===== src/rtl/calc_pkg.sv =====
// Purpose: shared state encoding and default sizing for the calculation sequencer.
// Latency: none (types and constants only).
// Backpressure: not applicable.
package calc_pkg;

  localparam int DEF_NUM_ROWS    = 10;
  localparam int DEF_ADDR_W      = 4;
  localparam int DEF_TIMEOUT_CYC = 255;

  typedef enum logic [2:0] {
    IDLE       = 3'd0,
    START_CALC = 3'd1,
    MUL        = 3'd2,
    MUL_DONE   = 3'd3,
    WRITE_OUT  = 3'd4,
    ERROR      = 3'd5
  } state_t;

endpackage


===== src/rtl/calc_sequencer_row_timer.sv =====
// Purpose: per-row watchdog; counts cycles spent on one row and flags the last allowed cycle.
// Latency: tc is combinational from the registered count; clear takes effect on the next edge.
// Backpressure: none; enable simply stalls at the terminal count, TIMEOUT_CYC=0 never flags.
module row_timer
  import calc_pkg::*;
#(
  parameter int TIMEOUT_CYC = DEF_TIMEOUT_CYC
) (
  input  logic clk,
  input  logic n_reset,
  input  logic clear,
  input  logic enable,
  output logic tc
);

  // Count only needs to reach TIMEOUT_CYC-1: that cycle is the last one a row may take.
  localparam int CNT_W = (TIMEOUT_CYC > 2) ? $clog2(TIMEOUT_CYC) : 1;
  localparam logic [CNT_W-1:0] LAST = CNT_W'((TIMEOUT_CYC == 0) ? 0 : TIMEOUT_CYC - 1);
  localparam bit ENABLED = (TIMEOUT_CYC != 0);

  logic [CNT_W-1:0] count;

  // Cycle counter: clear wins over counting, saturates at the terminal value.
  always_ff @(posedge clk or negedge n_reset) begin
    if (!n_reset) begin
      count <= '0;
    end else if (clear) begin
      count <= '0;
    end else if (enable && (count != LAST)) begin
      count <= count + CNT_W'(1);
    end
  end

  assign tc = ENABLED && enable && (count == LAST);

endmodule


===== src/rtl/calc_sequencer.sv =====
// Purpose: steps a multiplier through result rows 0..rows-1 and signals completion or row timeout.
// Latency: first begin_mult two cycles after data_stored goes high; done_calc two cycles after last done_row.
// Backpressure: each row is held until done_row; abort cancels from any non-idle state.
module calc_sequencer
  import calc_pkg::*;
#(
  parameter int NUM_ROWS    = DEF_NUM_ROWS,
  parameter int ADDR_W      = DEF_ADDR_W,
  parameter int TIMEOUT_CYC = DEF_TIMEOUT_CYC
) (
  input  logic              clk,
  input  logic              n_reset,
  input  logic              data_stored,
  input  logic [ADDR_W:0]   row_count,
  input  logic              done_row,
  input  logic              abort,
  output logic [ADDR_W-1:0] res_add,
  output logic              begin_mult,
  output logic              done_calc,
  output logic              busy,
  output logic              err_timeout
);

  // Row totals can equal 2^ADDR_W, so they carry one extra bit over the address.
  localparam int ROWS_W = ADDR_W + 1;
  localparam logic [ROWS_W-1:0] MAX_ROWS = ROWS_W'(NUM_ROWS);

  state_t            state;
  state_t            nxt_state;
  logic [ADDR_W-1:0] row;
  logic [ADDR_W-1:0] nxt_row;
  logic [ROWS_W-1:0] rows_latched;
  logic [ROWS_W-1:0] nxt_rows;
  logic              last_row;
  logic              timer_clr;
  logic              timer_en;
  logic              timer_tc;

  assign last_row  = (ROWS_W'(row) == (rows_latched - ROWS_W'(1)));
  assign timer_en  = (state == MUL);
  // Restarts on every fresh row: while outside MUL and on each accepted done_row.
  assign timer_clr = (state != MUL) || done_row;

  row_timer #(
    .TIMEOUT_CYC (TIMEOUT_CYC)
  ) u_row_timer (
    .clk     (clk),
    .n_reset (n_reset),
    .clear   (timer_clr),
    .enable  (timer_en),
    .tc      (timer_tc)
  );

  // Next-state, row counter and row-total decode; abort overrides everything outside IDLE.
  always_comb begin
    nxt_state = state;
    nxt_row   = row;
    nxt_rows  = rows_latched;
    unique case (state)
      IDLE: begin
        if (data_stored && !abort) begin
          nxt_state = START_CALC;
          nxt_row   = '0;
          nxt_rows  = ((row_count == '0) || (row_count > MAX_ROWS)) ? MAX_ROWS : row_count;
        end
      end
      START_CALC: nxt_state = MUL;
      MUL: begin
        if (done_row) begin
          if (last_row) begin
            nxt_state = MUL_DONE;
          end else begin
            nxt_row = row + ADDR_W'(1);
          end
        end else if (timer_tc) begin
          nxt_state = ERROR;
        end
      end
      MUL_DONE:  nxt_state = WRITE_OUT;
      WRITE_OUT: nxt_state = IDLE;
      ERROR:     nxt_state = ERROR;
      default:   nxt_state = IDLE;
    endcase
    if (abort && (state != IDLE)) begin
      nxt_state = IDLE;
      nxt_row   = '0;
    end
  end

  // State registers plus Moore outputs registered from the next state.
  always_ff @(posedge clk or negedge n_reset) begin
    if (!n_reset) begin
      state        <= IDLE;
      row          <= '0;
      rows_latched <= MAX_ROWS;
      res_add      <= '0;
      begin_mult   <= 1'b0;
      done_calc    <= 1'b0;
      busy         <= 1'b0;
      err_timeout  <= 1'b0;
    end else begin
      state        <= nxt_state;
      row          <= nxt_row;
      rows_latched <= nxt_rows;
      res_add      <= (nxt_state == MUL) ? nxt_row : '0;
      begin_mult   <= (nxt_state == MUL);
      done_calc    <= (nxt_state == WRITE_OUT);
      busy         <= (nxt_state != IDLE);
      err_timeout  <= (nxt_state == ERROR);
    end
  end

endmodule

===== config.mk =====
export PLATFORM = sky130hd
export DESIGN_NAME = calc_sequencer
export DESIGN_NICKNAME = d
export VERILOG_FILES = /design/src/rtl/calc_pkg.sv /design/src/rtl/calc_sequencer_row_timer.sv /design/src/rtl/calc_sequencer.sv
export SDC_FILE = /design/constraint.sdc
export NUM_CORES = 1
export LEC_CHECK = 0
export CAP_MARGIN = 10
export CELL_PAD_IN_SITES_DETAIL_PLACEMENT = 0
export CELL_PAD_IN_SITES_GLOBAL_PLACEMENT = 1
export CORE_MARGIN = 5
export CORE_UTILIZATION = 42
export CTS_CLUSTER_DIAMETER = 150
export DETAILED_ROUTE_END_ITERATION = 12
export HOLD_SLACK_MARGIN = 0.08
export PLACE_DENSITY_LB_ADDON = 0.12
export SLEW_MARGIN = 20
export SYNTH_ARGS = -nofsm -noshare
export SYNTH_HDL_FRONTEND = slang
export SYNTH_SLANG_ARGS = --single-unit

===== constraint.sdc =====
create_clock -name clk -period 2 [get_ports clk]
set_input_delay 0.4 -clock clk [delete_from_list [all_inputs] [get_ports clk]]
set_output_delay 0.4 -clock clk [all_outputs]
set_load 0.005 [all_outputs]

# [Word-level counts from Yosys, hierarchy flattened]
# Cells that the tools add are included.
[classes] add_sub_neg=3 order_cmp=1 n_eq_ne=11 muxes=15 n_reduce_logical=13
[op_table] cell="2-to-1 mux 4 bit" count=5
[op_table] cell="2-to-1 mux 8 bit" count=2
[op_table] cell="2-to-1 mux 3 bit" count=5
[op_table] cell="one-hot mux 3 bit (5 select lines)" count=1
[op_table] cell="== test 3 x 2 -> 1 bit (second input constant)" count=3
[op_table] cell="== test 3 bit (second input constant)" count=3
[op_table] cell="adder 8 x 1 -> 8 bit (second input constant)" count=1
[op_table] cell="== test 8 bit (second input constant)" count=1
[op_table] cell="inequality test 8 bit (second input constant)" count=1
[op_table] cell="one-hot mux 4 bit (2 select lines)" count=1
[op_table] cell="nonzero test 3 bit" count=2
[op_table] cell="== test 4 x 5 -> 1 bit" count=1
[op_table] cell="> comparator 5 x 4 -> 1 bit (second input constant)" count=1
[op_table] cell="zero test 5 bit" count=1
[op_table] cell="2-to-1 mux 5 bit" count=1
[op_table] cell="subtractor 5 x 1 -> 5 bit (second input constant)" count=1
[op_table] cell="adder 4 x 1 -> 4 bit (second input constant)" count=1
[op_table] cell="logical AND 1 bit" count=4
[op_table] cell="== test 3 x 1 -> 1 bit (second input constant)" count=1
[op_table] cell="zero test 3 bit" count=1
[op_table] cell="inequality test 3 x 2 -> 1 bit (second input constant)" count=1
[op_table] cell="logical OR 1 bit" count=2
[op_table] cell="AND reduction 2 bit" count=1
[op_table] cell="nonzero test 2 bit" count=1
[op_table] cell="zero test 1 bit" count=1
[word_totals] ff_bits=28 output_inout_bits=8

# [Logic depth before layout (Yosys ltp)]
# Gate-level depths: netlist (run 1).
[depth] depth_word=8 ltp_mapped=9 mapped_depth_nobuf=9

# [By module]
# Synthesis (run 1) repeated with hierarchy kept, for this count alone.
[hier_totals] hier_cells=172 area_unflattened_um2=1692.9
[modules_own_cells] module="calc_sequencer" instances=1 cells_per_inst=118 area_each_um2=1139.8 seq_area_each_um2=503.0
[modules_own_cells] module="row_timer" instances=1 cells_per_inst=54 area_each_um2=553.0 seq_area_each_um2=200.2

# [Worst setup path before layout (run 1)]
# No wires, ideal clock.
[synth_timing] kind="reg-to-reg" start="register rows_latched[1]" end="register state[0]" setup_ns=0.118 arrival_ns=1.685 path_slack_ns=0.197 path_stages_with_launch=9 n_path_buf=1 synth_period_minus_slack_ns=1.803 cell_sequence="dfstp_2 > inv_1 > ha_1 > nand4b_1 > a21oi_1 > o311ai_2 > buf_6 > o221a_1 > nor2_1"
[synth_between] elab_chain_len=6
[synth_lines] item="start, declared" line_no="calc_sequencer.sv:32" rtl="logic [ROWS_W-1:0] rows_latched;"
[synth_lines] item="start signal, assigned" line_no="calc_sequencer.sv:104" rtl="rows_latched <= nxt_rows;"
[synth_lines] item="subtractor 5 x 1 -> 5 bit" line_no="calc_sequencer.sv:39" rtl="assign last_row = (ROWS_W'(row) == (rows_latched - ROWS_W'(1)));"
[synth_lines] item="== test 4 x 5 -> 1 bit" line_no="calc_sequencer.sv:39"
[synth_lines] item="2-to-1 mux 3 bit" line_no="calc_sequencer.sv:70" rtl="if (last_row) begin"
[synth_lines] item="2-to-1 mux 3 bit" line_no="calc_sequencer.sv:69" rtl="if (done_row) begin"
[synth_lines] item="one-hot mux 3 bit (5 select lines)" line_no="calc_sequencer.sv:59" rtl="unique case (state)"
[synth_lines] item="2-to-1 mux 3 bit" line_no="calc_sequencer.sv:84" rtl="if (abort && (state != IDLE)) begin"
[synth_lines] item="net nxt_state[0]" line_no="calc_sequencer.sv:29" rtl="state_t nxt_state;"
[synth_lines] item="end signal, assigned" line_no="calc_sequencer.sv:102" rtl="state <= nxt_state;"
[synth_lines] item="end, declared" line_no="calc_sequencer.sv:28" rtl="state_t state;"
# The timed path passes the listed nets, and every way through them passes these cells.
# A chain may end at the register's enable or synchronous reset.

# [Worst setup path after layout (run 1)]
[layout_timing] start="register rows_latched[1]" end="register res_add[2]"
[layout_between] elab_chain_len=8 word_cells_on_any_way=12
[layout_lines] item="subtractor 5 x 1 -> 5 bit *" line_no="calc_sequencer.sv:39"
[layout_lines] item="== test 4 x 5 -> 1 bit *" line_no="calc_sequencer.sv:39"
[layout_lines] item="2-to-1 mux 3 bit" line_no="calc_sequencer.sv:70"
[layout_lines] item="2-to-1 mux 3 bit" line_no="calc_sequencer.sv:69"
[layout_lines] item="one-hot mux 3 bit (5 select lines)" line_no="calc_sequencer.sv:59"
[layout_lines] item="2-to-1 mux 3 bit" line_no="calc_sequencer.sv:84"
[layout_lines] item="== test 3 x 2 -> 1 bit" line_no="calc_sequencer.sv:105" rtl="res_add <= (nxt_state == MUL) ? nxt_row : '0;"
[layout_lines] item="2-to-1 mux 4 bit *" line_no="calc_sequencer.sv:105"
[layout_lines] item="end signal, assigned" line_no="calc_sequencer.sv:105"
[layout_lines] item="end, declared" line_no="calc_sequencer.sv:17" rtl="output logic [ADDR_W-1:0] res_add,"
# Mark *: on every way between the ends. The rest lies on a longest branch, timed or not.

==> summary.md, run 1 <==
| Metric | Value |
|---|---|
| Post-CTS Setup Bufs | `0` |
| Grt total ovfl | `0` |
| Fmax | `526 MHz` |
| Syn avg cell area | `just under 10 sq um` |
| Reg power frac | `51.8%` |
| Number of I/O pins | `18` |
| FP Rows | `21` |
| Num CTS Buffers | `3` |
| Gr usage total | `13.5%` |
| Count of non-filler cells in the finished layout | `between 200 and 250` |
| Share of cells above drive strength 1 | `between 10% and 20%` |
| Combinational power share | `around 18%` |
| Final worst setup slack | `roughly 0.099 ns` |
| DR vias/cell | `5.38` |
| CP Data Required Time | `between 2 and 2.5 ns` |
| Worst vdd ir | `0.331 mV` |
| Startpoint types | `register` |
| Final setup vio count | `0` |
| Max Cap Viol | `0` |
| Die width | `around 70 um` |
| RD Place Congestion | `between 0.8 and 0.9` |
| Clock Tree Root | `clkbuf_4` |
| Top_reg_cell synth | `dfrtp_1` |
| TritonCTS clock tree | `done` |
| Final hold vios | `0` |
| Critical-path top delay cell | `dfstp_2` |
| Synth Register Bits | `28` |
| Clock skew | `approximately 0.0059 ns` |
| Internal | `about 0.0009 W` |
| Lkg Pwr | `between 0.8 and 0.9 nW` |
| Area after DPL | `about 1800 sq um` |
| CP max FO | `6` |
| Worst setup startpoint | `rows_latched[1]` |
| Die Y | `approximately 70 um` |
| Sw Share | `25.6%` |
| Endpoint class of the critical path | `register` |
| Port bufs | `17` |
| First-pass GRT wire length | `around 5.4 mm` |
| Status | `completed` |
| Max clock buf depth | `2` |
| Pwr/cell area | `between 600 and 700 nW/um^2` |
| Synth warn | `0` |
| Post-synth EDFFs | `0` |
| Largest net degree at the start of global routing | `29` |
| ANT cells | `0` |
| Final Cell Area | `1840 sq um` |
| Clock Latency Late Sink | `approximately 0.32 ns` |
| Max Slew Vio Count | `0` |
| Reg-to-Reg Start | `rows_latched[1]` |
| # DRC | `0` |
| Post-Place Setup Slack | `0.0440 ns` |
| Mapped Cells | `156` |
| H-tree depth | `1` |
| Hold buffers post-CTS | `0` |
| Detailed placer's ending HPWL | `2.35 mm` |
| Slew HR | `between 70% and 80%` |
| Tmin final | `1.90 ns` |
| Initial Util | `between 40% and 50%` |
| WL/cell | `roughly 14 um` |
| Register area share after synthesis | `46.3%` |
| Syn_nets | `170` |
| Crit path arrival time | `about 2.2 ns` |
| Area growth, synth to finish | `21.4%` |
| Initial antenna violation count | `0` |
| DRT iter0 DRCs | `between 50 and 60` |
| Routed Antenna Nets | `0` |
| Via count | `approximately 1200` |
| Vias in the first global route | `1148` |
| Slowest stage delay, CP | `~0.57 ns` |
| Switch Pwr | `0.000314 W` |
| First-pass DRT Iterations | `4` |
| Clock Pin Slew Worst Setup and Hold Paths | `around 0.15 ns` |
| # nets final | `a little under 200` |
| CP Class | `register to register` |
| Unique masters post-synth | `between 40 and 50` |
| Power Total | `roughly 0.0012 W` |
| Routed wire length | `around 3.2 mm` |
| Placed Cells | `between 200 and 250` |
| Clock power share | `a little under a third` |
| Worst hold path type | `primary input to async pin` |
| Post-route clock period utilization | `a little over nine tenths` |
| FFs w/ async S/R, synth | `between 90% and 100%` |
| Core Region | `3420 sq um` |
| Die area | `between 4000 and 5000 sq um` |
| CP Cell Sequence | `inv_1 > ha_2 > xnor2_1 > nor2_1 > o311ai_2 > buf_4 > a31o_2 > a21boi_1` |
| Synth Cell Area | `about 1500 sq um` |
| Clock Sink Count | `28` |
| Worst Max-Slew Pin Slew | `between 0.3 and 0.4 ns` |
what timing repair did:
item / 4_1_cts / 5_1_grt
gates resized for setup: 0 / 5
endpoints found under the hold margin: 0 / 0
setup endpoints to repair: 0 / 9
power groups by stage:
| stage | sequential [W] | combinational [W] | clock, W |
|---|---|---|---|
| final | 0.000634 | 0.000224 | 0.000367 |
| after CTS | 0.000632 | 0.000220 | 0.000382 |
| after floorplan | 0.000630 | 0.000142 | 0 |
| after detailed placement | 0.000642 | 0.000219 | 0 |
| after global routing | 0.000641 | 0.000249 | 0.000410 |
| after global placement | 0.000641 | 0.000213 | 0 |
cell usage after synthesis, types with 2 or more instances:
cell type / n / area share, %
inv_1: 9 / 2.2
nand4_1: 5 / 2.1
xnor2_1: 4 / 2.3
o21a_1: 2 / 0.99
buf_2: 2 / 0.66
a211oi_1: 2 / 0.99
dfrtp_1: 26 / 43
nor2_1: 17 / 4.2
nor3_1: 2 / 0.66
ha_1: 4 / 3.3
mux2i_1: 2 / 1.3
nand3_1: 13 / 4.3
a31oi_1: 2 / 0.82
dfstp_2: 2 / 3.5
nand2b_1: 2 / 0.82
o21ai_0: 4 / 1.3
a21boi_1: 2 / 0.99
a21o_2: 2 / 1.2
nand4b_1: 2 / 1.2
xor2_1: 6 / 3.5
a21oi_1: 4 / 1.3
and3_1: 3 / 1.2
or2_2: 2 / 0.82
nand3b_1: 2 / 0.99
nand2_1: 12 / 3.0
nor2b_1: 2 / 0.82
o22a_1: 2 / 1.2
critical path, delay by kind of cell, from the launching register on:
family / cells / cell delay, ns
flops: 1 / 0.57
compound gates: 3 / 0.53
fa+ha+maj: 1 / 0.26
buf+inv: 2 / 0.23
xor+xnor: 1 / 0.12
simple gates: 1 / 0.12
cells by family after synthesis:
| logic type | Yosys count | share of synthesized area (%) |
|---|---|---|
| AND/OR/NAND/NOR | 68 | 23.7 |
| AO/OA/AOI/OAI | 29 | 14.4 |
| flip-flops | 28 | 46.3 |
| adder cells (fa/ha/maj) | 4 | 3.30 |
| multiplexers | 3 | 2.06 |
| buffers and inverters | 14 | 4.37 |
| XOR/XNOR | 10 | 5.77 |
final cells by class:
cell class                      instances  area (sq um)
Inverter                                9          33.8
Tap cell                               46          57.6
Clock inverter                          1          30.0
Timing Repair Buffer                   25           230
Clock buffer                            3          22.5
Multi-Input combinational cell        114           766
Sequential cell                        28           703
Fill cell                             328          1570
per-stage QoR:
stage          hold slack [ns]  setup TNS [ns]  util, %
3_5_place_dp             0.549               0     51.7
3_3_place_gp             0.540               0     51.7
2_1_floorplan            0.104               0        -
4_1_cts                  0.430               0     53.2
5_1_grt                  0.438        -0.00583     54.0
6_report                 0.430               0     54.0
registers in the layout, indices dropped and copies added, names as in the netlist:
signal	flops
row	4
rows_latched	5
begin_mult	1
busy	1
state	3
err_timeout	1
u_row_timer.count	8
done_calc	1
res_add	4
worst paths after layout:
check	cells after the start	slack, ns	to
min	2	0.43	u_row_timer.count[2]
max	8	0.1	res_add[2]
min reg2reg	2	0.58	u_row_timer.count[7]
min in group clk	2	0.58	u_row_timer.count[7]
max reg2reg	8	0.1	res_add[2]
max in group asynchronous	2	1.26	rows_latched[1]
layer usage:
layer  GRT usage (%)  wire length [um]  vias to the layer above
li1                -                 -                      603
met1            18.6              1550                      582
met2            20.6              1440                       28
met3            3.30               158                        2
met4            4.68                23                        0
met5               0                 0                        -
cells in the final DEF (no fill, tap or decap), types with 3 or more instances in the layout:
| cell type | count |
|---|---|
| a21oi_1 | 4 |
| nand3_1 | 13 |
| buf_4 | 8 |
| dfrtp_1 | 26 |
| and3_1 | 3 |
| o21ai_0 | 4 |
| ha_1 | 3 |
| xor2_1 | 6 |
| inv_1 | 9 |
| nor2_1 | 17 |
| xnor2_1 | 4 |
| clkbuf_4 | 3 |
| nand2_1 | 12 |
| clkdlybuf4s50_1 | 17 |
| nand4_1 | 5 |
(Power assumes the default switching activity.)
==> run 2, diff against run 1 <==
CORE_MARGIN = not set   (was 5)
==> summary.md, run 2 (synthesized netlist as in run 1, its figures left out) <==
| Metric | Value |
|---|---|
| Lkg Pwr | `approximately 0.80 nW` |
| CP max FO | `6` |
| Gr usage total | `around 17%` |
| Die Y | `~62 um` |
| Initial Util | `about 45%` |
| DRT iter0 DRCs | `between 50 and 60` |
| TritonCTS clock tree | `done` |
| FP Rows | `21` |
| Top flop regs | `u_row_timer.count x8, rows_latched x5` |
| Routed Antenna Nets | `0` |
| Largest net degree at the start of global routing | `29` |
| Worst hold path type | `primary input to async pin` |
| Sw Share | `~29%` |
| Detailed placer's ending HPWL | `approximately 2.2 mm` |
| H-tree depth | `1` |
| Final setup vio count | `0` |
| Reg power frac | `~57%` |
| Die area | `~3900 sq um` |
| ANT cells | `0` |
| Area growth, synth to finish | `18.8%` |
| Commonest non-fill, non-tap cell in the layout | `dfrtp_1` |
| Vias in the first global route | `about 1200` |
| Max FFs per register | `8` |
| Max clock buf depth | `2` |
| Tmin final | `around 1.9 ns` |
| Die width | `about 62 um` |
| First-pass GRT wire length | `between 5 and 6 mm` |
| Port bufs | `17` |
| Filler cells | `~300` |
| Clock power share | `between 20% and 30%` |
| Clock Latency Late Sink | `around 0.33 ns` |
| Core Region | `between 3000 and 4000 sq um` |
| RD Place Congestion | `approximately 0.78` |
| DR vias/cell | `roughly 5.4` |
| Max Slew Vio Count | `0` |
| Internal | `slightly below 0.0008 W` |
| Pwr/cell area | `between 600 and 700 nW/um^2` |
| Power Total | `0.00110 W` |
| Clock Tree Root | `clkbuf_4` |
| Fmax | `roughly 520 MHz` |
| # nets final | `roughly 190` |
| Unrepaired setup endpoints after global routing | `false` |
| Most frequent cells in the layout | `dfrtp_1 (25), nor2_1 (17), clkdlybuf4s50_1 (17)` |
| Crit path arrival time | `about 2.2 ns` |
| Startpoint types | `register` |
| Area after DPL | `1760 sq um` |
| Number of I/O pins | `18` |
| CP Class | `register to register` |
| Endpoint class of the critical path | `register` |
| Reg with most FFs | `u_row_timer.count` |
| Clock skew | `around 0.0042 ns` |
| Num CTS Buffers | `3` |
| Post-CTS Setup Bufs | `0` |
| Routed wire length | `~3.2 mm` |
| CP Data Required Time | `2.27 ns` |
| Multi-input logic area | `754 sq um` |
| # DRC | `0` |
| Clock Pin Slew Worst Setup and Hold Paths | `0.15 ns` |
| Status | `completed` |
| Clock Sink Count | `28` |
| Post-route clock period utilization | `a little over nine tenths` |
| Worst Max-Slew Pin Slew | `~0.37 ns` |
| Slew HR | `between 70 and 80%` |
| Setup_tns | `0 ns` |
| Grt total ovfl | `0` |
| Max Cap Viol | `0` |
| Sequential cell area | `~700 sq um` |
| Combinational power share | `20.1%` |
| WL/cell | `~14 um` |
| Final hold vios | `0` |
| Initial antenna violation count | `0` |
| Via count | `approximately 1200` |
| Final Cell Area | `1800 sq um` |
| First-pass DRT Iterations | `4` |
| Worst vdd ir | `roughly 0.28 mV` |
| Share of cells above drive strength 1 | `14.0%` |
| Switch Pwr | `0.000321 W` |
-- run 2: repair_timing --
| item | in CTS | in global routing |
|---|---|---|
| gates resized for setup | 0 | 4 |
| endpoints found under the setup margin | 0 | 4 |
| hold buffers | 0 | 0 |
-- run 2: final cells by class --
class,instances,share of cell area [%]
well taps,46,3.19
flip-flops and latches,28,39.1
clock buffers,4,1.46
repair buffers,24,12.6
multi-input cells,114,41.8
inverters,9,1.87
-- run 2: power by group through the flow --
stage	registers, W	clock network (W)	logic, W
global route	0.000640	0.000279	0.000245
floorplan	0.000630	0	0.000142
detailed placement	0.000643	0	0.000216
finish	0.000635	0.000247	0.000223
global placement	0.000641	0	0.000212
CTS	0.000632	0.000255	0.000217
-- run 2: metrics by stage --
step	setup WS [ns]	std cells	utilization (%)	hold slack [ns]
3_3_place_gp	0.0526	220	51.9	0.526
6_report	0.0840	225	53.2	0.425
5_1_grt	0.00126	225	53.2	0.450
2_1_floorplan	0.197	156	-	0.104
4_1_cts	0.0600	224	52.6	0.441
3_5_place_dp	0.0417	220	51.9	0.526
-- run 2: critical path, cell delays in order, from the launching register on --
cell,delay (ns)
dfstp_2,0.57
inv_1,0.04
ha_1,0.27
xnor2_1,0.13
nor2_1,0.14
o311ai_2,0.15
buf_4,0.19
a31o_2,0.25
a21boi_1,0.13
-- run 2: routing by layer --
layer	global-route usage, %	up-vias	routed length, um
li1	-	597	-
met1	22.4	583	1450
met2	29.8	26	1530
met3	2.57	7	126
met4	6.10	0	53
met5	0	-	0
-- run 2: worst paths after layout --
kind                            slack, ns                    to  depth (start not counted)            startpoint
min in group clk                     0.56  u_row_timer.count[7]                          2  u_row_timer.count[7]
worst min register to register       0.56  u_row_timer.count[7]                          2  u_row_timer.count[7]
worst max-delay path                 0.08            res_add[2]                          8       rows_latched[1]
worst min-delay path                 0.43                row[1]                          2               n_reset
max in group asynchronous            1.26       rows_latched[3]                          2               n_reset
worst max register to register       0.08            res_add[2]                          8       rows_latched[1]
